==> src/rtl/aud_frame_ctrl_pkg.sv <==
// Shared audio framing definitions.
// FSM encoding and default frame geometry.
package aud_frame_ctrl_pkg;

  localparam int unsigned C_SAMPLE_W   = 32;
  localparam int unsigned C_FRAME_LOG2 = 7;
  localparam int unsigned C_DROP_CNT_W = 16;

  typedef enum logic [1:0] {
    ST_IDLE      = 2'd0,
    ST_FILL      = 2'd1,
    ST_WAIT_BANK = 2'd2
  } fill_state_e;

  function automatic logic [1:0] bank_onehot(input logic bank);
    return bank ? 2'b10 : 2'b01;
  endfunction

endpackage

==> src/rtl/aud_bank_arb.sv <==
// Ping-pong bank ownership and frame_rdy/ack handshake.
// Reports which banks are free once this cycle's ack is applied.
module aud_bank_arb
  import aud_frame_ctrl_pkg::*;
(
  input  logic       clk_ir,
  input  logic       rst_il,
  input  logic       set_ih,
  input  logic       set_bank_ih,
  input  logic       frame_ack_ih,
  output logic [1:0] bank_full_od,
  output logic [1:0] bank_free_od,
  output logic       frame_rdy_oh,
  output logic       frame_bank_od
);

  logic [1:0] bank_full_q;
  logic [1:0] bank_full_d;
  logic [1:0] ack_mask;
  logic [1:0] set_mask;
  logic       rbank_q;
  logic       rdy_q;
  logic       ack_eff;

  // An ack only counts while a frame is actually presented.
  assign ack_eff  = frame_ack_ih & rdy_q;
  assign ack_mask = ack_eff ? bank_onehot(rbank_q) : 2'b00;
  assign set_mask = set_ih ? bank_onehot(set_bank_ih) : 2'b00;

  // Ack is applied before the fill side looks at occupancy.
  assign bank_full_d  = (bank_full_q & ~ack_mask) | set_mask;
  assign bank_free_od = ~(bank_full_q & ~ack_mask);
  assign bank_full_od = bank_full_q;

  assign frame_rdy_oh  = rdy_q;
  assign frame_bank_od = rbank_q;

  // Occupancy, read pointer and registered ready with a forced gap after ack.
  always_ff @(posedge clk_ir or negedge rst_il) begin
    if (!rst_il) begin
      bank_full_q <= 2'b00;
      rbank_q     <= 1'b0;
      rdy_q       <= 1'b0;
    end else begin
      bank_full_q <= bank_full_d;
      if (ack_eff) begin
        rbank_q <= ~rbank_q;
        rdy_q   <= 1'b0;
      end else begin
        rdy_q   <= bank_full_q[rbank_q];
      end
    end
  end

endmodule

==> src/rtl/aud_frame_ctrl.sv <==
// Audio frame writer: fills a ping-pong frame RAM from
// synchronized sample strobes and tracks overruns.
module aud_frame_ctrl
  import aud_frame_ctrl_pkg::*;
#(
  parameter int unsigned P_SAMPLE_W   = C_SAMPLE_W,
  parameter int unsigned P_FRAME_LOG2 = C_FRAME_LOG2,
  parameter int unsigned P_DROP_CNT_W = C_DROP_CNT_W
) (
  input  logic                    clk_ir,
  input  logic                    rst_il,
  input  logic                    enable_ih,
  input  logic                    sample_valid_ih,
  input  logic [P_SAMPLE_W-1:0]   sample_data_id,
  input  logic                    frame_ack_ih,
  input  logic                    clr_ovr_ih,
  output logic                    wr_en_oh,
  output logic [P_FRAME_LOG2:0]   wr_addr_od,
  output logic [P_SAMPLE_W-1:0]   wr_data_od,
  output logic                    frame_rdy_oh,
  output logic                    frame_bank_od,
  output logic                    overrun_oh,
  output logic [P_DROP_CNT_W-1:0] drop_cnt_od
);

  fill_state_e             state_q;
  fill_state_e             state_d;
  logic                    wbank_q;
  logic                    wbank_d;
  logic [P_FRAME_LOG2-1:0] cnt_q;
  logic [P_FRAME_LOG2-1:0] cnt_d;
  logic                    wr_d;
  logic                    set_full;
  logic                    drop;
  logic [1:0]              bank_full;
  logic [1:0]              bank_free;

  logic                    wr_en_q;
  logic [P_FRAME_LOG2:0]   wr_addr_q;
  logic [P_SAMPLE_W-1:0]   wr_data_q;
  logic                    overrun_q;
  logic [P_DROP_CNT_W-1:0] drop_cnt_q;

  aud_bank_arb u_bank_arb (
    .clk_ir        (clk_ir),
    .rst_il        (rst_il),
    .set_ih        (set_full),
    .set_bank_ih   (wbank_q),
    .frame_ack_ih  (frame_ack_ih),
    .bank_full_od  (bank_full),
    .bank_free_od  (bank_free),
    .frame_rdy_oh  (frame_rdy_oh),
    .frame_bank_od (frame_bank_od)
  );

  // Fill FSM: next state, write request, bank completion and drops.
  always_comb begin
    state_d  = state_q;
    wbank_d  = wbank_q;
    cnt_d    = cnt_q;
    wr_d     = 1'b0;
    set_full = 1'b0;
    drop     = 1'b0;
    unique case (state_q)
      ST_IDLE: begin
        cnt_d = '0;
        if (enable_ih) begin
          state_d = bank_full[wbank_q] ? ST_WAIT_BANK : ST_FILL;
        end
      end
      ST_FILL: begin
        if (!enable_ih) begin
          wr_d    = sample_valid_ih;
          cnt_d   = '0;
          state_d = ST_IDLE;
        end else if (sample_valid_ih) begin
          wr_d = 1'b1;
          if (&cnt_q) begin
            set_full = 1'b1;
            cnt_d    = '0;
            if (bank_free[~wbank_q]) begin
              wbank_d = ~wbank_q;
            end else begin
              state_d = ST_WAIT_BANK;
            end
          end else begin
            cnt_d = cnt_q + 1'b1;
          end
        end
      end
      ST_WAIT_BANK: begin
        drop  = sample_valid_ih;
        cnt_d = '0;
        if (!enable_ih) begin
          state_d = ST_IDLE;
        end else if (bank_free[~wbank_q]) begin
          wbank_d = ~wbank_q;
          state_d = ST_FILL;
        end
      end
      default: begin
        state_d = ST_IDLE;
        cnt_d   = '0;
      end
    endcase
  end

  // FSM state, write bank and sample index.
  always_ff @(posedge clk_ir or negedge rst_il) begin
    if (!rst_il) begin
      state_q <= ST_IDLE;
      wbank_q <= 1'b0;
      cnt_q   <= '0;
    end else begin
      state_q <= state_d;
      wbank_q <= wbank_d;
      cnt_q   <= cnt_d;
    end
  end

  // Registered RAM write port, one cycle behind the strobe.
  always_ff @(posedge clk_ir or negedge rst_il) begin
    if (!rst_il) begin
      wr_en_q   <= 1'b0;
      wr_addr_q <= '0;
      wr_data_q <= '0;
    end else begin
      wr_en_q <= wr_d;
      if (wr_d) begin
        wr_addr_q <= {wbank_q, cnt_q};
        wr_data_q <= sample_data_id;
      end
    end
  end

  // Sticky overrun and saturating drop count; clear beats a same-cycle drop.
  always_ff @(posedge clk_ir or negedge rst_il) begin
    if (!rst_il) begin
      overrun_q  <= 1'b0;
      drop_cnt_q <= '0;
    end else if (clr_ovr_ih) begin
      overrun_q  <= 1'b0;
      drop_cnt_q <= '0;
    end else if (drop) begin
      overrun_q <= 1'b1;
      if (!(&drop_cnt_q)) begin
        drop_cnt_q <= drop_cnt_q + 1'b1;
      end
    end
  end

  assign wr_en_oh    = wr_en_q;
  assign wr_addr_od  = wr_addr_q;
  assign wr_data_od  = wr_data_q;
  assign overrun_oh  = overrun_q;
  assign drop_cnt_od = drop_cnt_q;

endmodule

==> config.mk <==
export PLATFORM = sky130hd
export DESIGN_NAME = aud_frame_ctrl
export DESIGN_NICKNAME = d
export VERILOG_FILES = /design/src/rtl/aud_frame_ctrl_pkg.sv /design/src/rtl/aud_bank_arb.sv /design/src/rtl/aud_frame_ctrl.sv
export SDC_FILE = /design/constraint.sdc
export NUM_CORES = 1
export LEC_CHECK = 0
export BUFFER_PORTS_ARGS = -buffer_cell sky130_fd_sc_hd__buf_2
export CAP_MARGIN = 40
export CELL_PAD_IN_SITES_DETAIL_PLACEMENT = 0
export CELL_PAD_IN_SITES_GLOBAL_PLACEMENT = 1
export CORE_MARGIN = 3
export CORE_UTILIZATION = 38
export CTS_CLUSTER_DIAMETER = 150
export DETAILED_ROUTE_END_ITERATION = 10
export GPL_TIMING_DRIVEN = 0
export PLACE_DENSITY_LB_ADDON = 0.2
export SYNTH_ARGS = -nofsm -noshare
export SYNTH_HDL_FRONTEND = slang
export SYNTH_SLANG_ARGS = --single-unit
==> constraint.sdc <==
create_clock -name clk_ir -period 1.9 [get_ports clk_ir]
set_input_delay 0.19 -clock clk_ir [delete_from_list [all_inputs] [get_ports clk_ir]]
set_output_delay 0.19 -clock clk_ir [all_outputs]
set_load 0.03 [all_outputs]
==> impl_metrics.yaml, run 1 <==
status:
  status: "completed"
final_layout:
  diodes: 0
  finalNetCount: 486
  multi_input_area_um2: 1333
  regArea_um2: 1804
  fillers: 810
  syn2layout_area_growth_pct: 28.47
  drive_gt1_share_pct: 32.82
sta:
  post-route-period-util_pct: 93.79
  final-setup-viol-count: 0
  finalHoldViolCount: 0
  slew_headroom_pct: 61.70
  post-route-min-period_ps: 1782
  whs_ps: 32.62
  drv_slew: 0
  max_clock_freq_ghz: 0.5611
  worst_slack_ps: 117.9
  tightest_slew_ps: 569.3
  rsz0062_at_grt: "true"
  clock_skew_ps: 7.449
setup_path:
  r2r_end: "drop_cnt_od[4]"
  r2r_start: "drop_cnt_od[11]"
  critical_path_arrival_ps: 1980
  reg2reg_slack_ps: 120
  cpPeakStageDelay_ps: 450
  crit_type: "flip-flop to flip-flop"
  end_kind: "flip-flop"
  crit_path_start_kind: "flip-flop"
  path_cells: "nand4_1, buf_4, nor4_1, or3_1, a21oi_1"
  worstRegToRegCells: 5
  cp.required_ps: 2100
  slowest_stage: "dfrtp_1"
  cp_max_fo: 8
global_routing:
  antenna_found_initial: 0
  grt_util_all_layers_pct: 17.15
  grt_max_degree: 42
  grt_pass1_vias: 2734
  overflow: 0
  grt_pass1_wl_mm: 13.33
  grt_most_used_layer: "met2"
  use_met3_pct: 5.071
  use_met2_pct: 28.43
  use_met1_pct: 21.49
clocking:
  cts_buffer_depth: 2
  clock_latency_ps: 340
  cts.sinks: 72
  cts_buffers: 9
  cts.clk_slew.worst_paths_ps: 80
  ctsRootBufferMaster: "clkbuf_8"
  cts_max_level: 3
  tritoncts: "yes"
floorplan:
  die_y_um: 98.01
  start_util_pct: 40.37
  core_um2: 7968
  die_width_um: 98.01
  num_rows: 32
  ios: 98
  die_area_um2: 9605
synth:
  syn_area_per_cell_um2: 9.660
  syn_area_um2: 3217
  ys.flop_type: "dfrtp_1"
  async_reset_ff_share_pct: 100.0
  yosysWarnings: 0
  synth_seq_cells: 72
  synth_edf_count: 0
  synthCells: 333
  seq_area_frac_synth_pct: 56.01
  netlist_top_cells_area: "dfrtp_1, nand2_1, mux2_2, a21oi_1, o21ai_0"
  synth.top_cell.area_share_pct: 56.01
  synthesis.nets: 373
  yosys.area.top_type: "dfrtp_1"
  yosysUniqueCellTypes: 45
worst_hold_path:
  hold_start: "sample_data_id[12]"
  holdCritPathClass: "input pin to flip-flop"
  hold_depth: 3
  holdPathEnd: "wr_data_od[12]"
place:
  gp_congestion: 0.8868
  pre_cts_slack_ps: 19.54
  io_buffers: 97
  hpwlAfterDp_mm: 5.709
detailed_routing:
  num_vias: 2803
  first_pass_iters: 4
  detail_route.vias_per_cell: 5.069
  drc_errors: 0
  antenna_left: 0
  drt-initial-drc-count: 85
  finalWirelength_mm: 7.922
  wire_per_inst_um: 14.33
power_and_ir_drop:
  power.internal_mw: 2.687
  max-vdd-ir-drop_v: 0.0004505
  clockPowerShare_pct: 33.5
  p_leak_nw: 2.150
  swShare_pct: 32.56
  p_per_area_nw_per_um2: 964.0
  p_switching_mw: 1.297
  seqPwrFrac_pct: 45.0
  finalPower_mw: 3.984
  p_comb_share_pct: 21.5
flow_run:
  timing.max_cap.violations: 0
-- area by class of cell --
| type | instances | share of cell area (%) |
|---|---|---|
| timing repair buffer | 102 | 13.08 |
| clock buffer | 9 | 2.997 |
| buffer | 16 | 2.059 |
| multi-input combinational | 239 | 32.24 |
| clock inverter | 7 | 2.331 |
| tap | 102 | 3.088 |
| sequential | 72 | 43.66 |
| inverter | 6 | 0.5450 |
-- synthesized netlist by cell type (3+ instances only) --
| library cell | instances |
|---|---|
| and3_1 | 3 |
| buf_2 | 5 |
| mux2_2 | 8 |
| nor2_1 | 11 |
| nand3b_1 | 6 |
| nor4_1 | 4 |
| mux2i_1 | 3 |
| or3_1 | 6 |
| xor2_1 | 5 |
| o41ai_1 | 4 |
| nor3_1 | 5 |
| inv_1 | 6 |
| nand3_1 | 10 |
| dfrtp_1 | 72 |
| nand2_1 | 106 |
| o21ai_0 | 13 |
| or2_2 | 3 |
| clkbuf_1 | 7 |
| a21oi_1 | 16 |
| nand4_1 | 6 |
-- critical path, delay by kind of cell, from the launching register on --
family,cells,cell delay [ps]
simple gates,3,900
flops,1,450
buf+inv,1,240
compound gates,1,60
-- worst max-delay path by stage --
stage                                from         endpoint  slack, ps  cells past startpoint
final                     drop_cnt_od[11]   drop_cnt_od[4]        120                      5
after global routing       drop_cnt_od[4]   drop_cnt_od[3]        -30                      5
after CTS                  drop_cnt_od[0]  drop_cnt_od[12]         20                      6
after detailed placement  drop_cnt_od[11]   drop_cnt_od[7]         20                      5
after global placement    drop_cnt_od[11]   drop_cnt_od[5]         20                      5
after floorplan            drop_cnt_od[0]   drop_cnt_od[6]          3                      6
-- placed cells by master, fill, tap and decap left out, types with 3 or more instances in the layout --
cell type / n
a21oi_1: 16
and3_1: 3
buf_2: 101
buf_4: 4
clkbuf_1: 5
clkbuf_2: 3
clkbuf_8: 9
clkinv_4: 3
dfrtp_1: 70
inv_1: 6
mux2_2: 8
mux2i_1: 3
nand2_1: 106
nand3_1: 9
nand3b_1: 6
nand4_1: 6
nor2_1: 10
nor3_1: 5
o21ai_0: 13
o41ai_1: 4
or2_2: 3
or3_1: 6
xor2_1: 5
-- cell families (layout without fill, tap and decap cells) --
| kind of cell | after synthesis | after routing | share of synthesized area [%] |
|---|---|---|---|
| AOI/OAI and AO/OA | 50 | 50 | 9.996 |
| adders and majority gates | 2 | 2 | 0.7778 |
| xor gates and xnor gates | 7 | 7 | 1.906 |
| and+or+nand+nor | 169 | 169 | 24.31 |
| DFF | 72 | 72 | 56.01 |
| muxes | 11 | 11 | 3.734 |
| buffers and inverters | 22 | 140 | 3.267 |
-- state kept, by name, summed over array words and instances (netlist names) --
signal and cells:
wbank_q 1, drop_cnt_od 16, overrun_oh 1, u_bank_arb.bank_full_od 2
wr_en_oh 1, cnt_q 7, state_q 2, wr_data_od 32
u_bank_arb.frame_bank_od 1, u_bank_arb.frame_rdy_oh 1, wr_addr_od 8
-- power groups by stage --
| stage | Combinational [mW] | Sequential [mW] | Clock, mW |
|---|---|---|---|
| 2_1_floorplan | 0.208 | 2.15 | 0 |
| 5_1_grt | 0.931 | 1.82 | 1.45 |
| 3_5_place_dp | 0.871 | 1.82 | 0 |
| 4_1_cts | 0.873 | 1.79 | 1.37 |
| 3_3_place_gp | 0.854 | 1.82 | 0 |
| 6_report | 0.858 | 1.79 | 1.33 |
-- per-stage QoR --
step	util [%]	setup TNS [ps]	std cells	area [um^2]
5_1_grt	51.87	-60.30	553	4133
2_1_floorplan	-	0	333	3217
6_report	51.87	0	553	4133
4_1_cts	51.32	0	550	4089
3_3_place_gp	48.07	0	532	3830
3_5_place_dp	48.35	0	533	3852
-- layer usage --
layer,wire (um),up-vias
met2,3976,64
met5,0,-
met4,84,0
met1,3440,1357
li1,-,1375
met3,422,7
-- what timing repair did --
action / 4_1_cts / 5_1_grt
pin swaps: 0 / 1
endpoints found under the hold margin: 31 / 0
resized for setup: 1 / 11
hold buffers: 1 / 0
setup buffers: 0 / 3
setup endpoints to repair: 2 / 43
Power figures use the tool's default switching activity.
==> run 2, diff against run 1 <==
Settings changed: CORE_UTILIZATION 38 to 34.
Clock period 1.9 ns to 1.55 ns, I/O delays scaled along.
==> impl_metrics.yaml, run 2 (synthesis results as in run 1) <==
status:
  status: "finished with violations"
  violations: "setup timing"
sta:
  whs_ps: 18.98
  slew_headroom_pct: 63.75
  finalHoldViolCount: 0
  worst_slack_ps: -55.27
  finalSetupTns_ps: -238.7
  final-setup-viol-count: 8
  post-route-period-util_pct: 103.6
  post-route-min-period_ps: 1605
  clock_skew_ps: 11.73
  rsz0062_at_grt: "true"
  max_clock_freq_ghz: 0.6229
  drv_slew: 0
  tightest_slew_ps: 543.7
final_layout:
  regArea_um2: 1823
  multi_input_area_um2: 1463
  drive_gt1_share_pct: 40.60
  fin_util_pct: 53.67
  diodes: 0
  fillers: 827
  syn2layout_area_growth_pct: 49.05
  finalNetCount: 535
  stdcell_area_um2: 4795
  layout_common_cells: "nand2_1, buf_2, dfrtp_1, buf_4, dlygate4sd3_1"
  final_common_cell: "nand2_1"
  largest_register_ffs: 32
power_and_ir_drop:
  p_leak_nw: 2.444
  max-vdd-ir-drop_v: 0.0005174
  p_per_area_nw_per_um2: 1077
  finalPower_mw: 5.163
setup_path:
  crit_path_start_kind: "flip-flop"
  end_kind: "flip-flop"
  critical_path_arrival_ps: 1860
  cp.required_ps: 1810
  crit_type: "flip-flop to flip-flop"
  worstRegToRegCells: 4
  cp_max_fo: 7
global_routing:
  grt_pass1_vias: 2861
  grt_pass1_wl_mm: 14.26
  grt_util_all_layers_pct: 17.13
  overflow: 0
  antenna_found_initial: 0
  grt_max_degree: 55
flow_run:
  timing.max_cap.violations: 0
clocking:
  tritoncts: "yes"
  cts_buffers: 9
  cts_buffer_depth: 2
  clock_latency_ps: 340
  cts.clk_slew.worst_paths_ps: 90
  cts_max_level: 3
  ctsRootBufferMaster: "clkbuf_8"
  cts.sinks: 72
detailed_routing:
  wire_per_inst_um: 14.80
  detail_route.vias_per_cell: 4.959
  first_pass_iters: 4
  antenna_left: 0
  drc_errors: 0
  finalWirelength_mm: 9.001
  num_vias: 3015
  drt-initial-drc-count: 77
place:
  gp_congestion: 0.7603
  placed_area_um2: 3929
  io_buffers: 97
  hpwlAfterDp_mm: 5.898
floorplan:
  die_y_um: 103.3
  num_rows: 34
  die_width_um: 103.3
  start_util_pct: 36.01
  die_area_um2: 10660
  ios: 98
  core_um2: 8934
worst_hold_path:
  hold_depth: 3
  holdCritPathClass: "input pin to flip-flop"
## run 2: critical path: stages, from the launching register on
cell and delay (ps):
dfrtp_2 450, and4_2 310, nand4_1 260, or3_1 390
a21oi_1 120
## run 2: layer usage
layer | wire length [um] | global-route usage (%) | vias up
li1 | - | - | 1468
met2 | 4825 | 29.85 | 72
met5 | 0 | 0 | -
met1 | 3710 | 21.54 | 1468
met3 | 381 | 4.427 | 7
met4 | 83 | 3.586 | 0
## run 2: worst paths after layout
path	startpoint	slack [ps]	end
min in group asynchronous	rst_il	230	drop_cnt_od[2]
max reg2reg	drop_cnt_od[2]	-60	drop_cnt_od[11]
min reg2reg	wr_data_od[9]	470	wr_data_od[9]
max	drop_cnt_od[2]	-60	drop_cnt_od[11]
max in group asynchronous	rst_il	730	cnt_q[1]
min	sample_data_id[7]	20	wr_data_od[7]
## run 2: cell type report
| cell class | instances | share of cell area [%] |
|---|---|---|
| Tap cell | 108 | 2.818 |
| Sequential cell | 72 | 38.02 |
| Multi-Input combinational cell | 239 | 30.51 |
| Inverter | 6 | 0.4697 |
| Clock buffer | 10 | 2.662 |
| Buffer | 14 | 2.296 |
| Clock inverter | 6 | 2.401 |
| Timing Repair Buffer | 153 | 20.82 |
## run 2: power by group
| part | internal, mW | switching, mW | total, mW |
|---|---|---|---|
| Sequential | 2.09 | 0.109 | 2.19 |
| Combinational | 0.370 | 0.783 | 1.15 |
| Clock | 1.08 | 0.735 | 1.82 |
| Total | 3.54 | 1.63 | 5.16 |
## run 2: metrics by stage
step                instances  worst slack (ps)
floorplan                 333            -60.75
global placement          538            -313.9
detailed placement        539            -287.7
CTS                       602            -9.042
global route              608            -141.0
finish                    608            -55.27
## run 2: timing repair
action	in CTS	in global routing
hold endpoints to repair	45	0
setup endpoints to repair	55	51
cloned	1	0
gates resized for setup	22	21
pin swaps	16	11
setup buffers	19	7
hold buffers	28	0
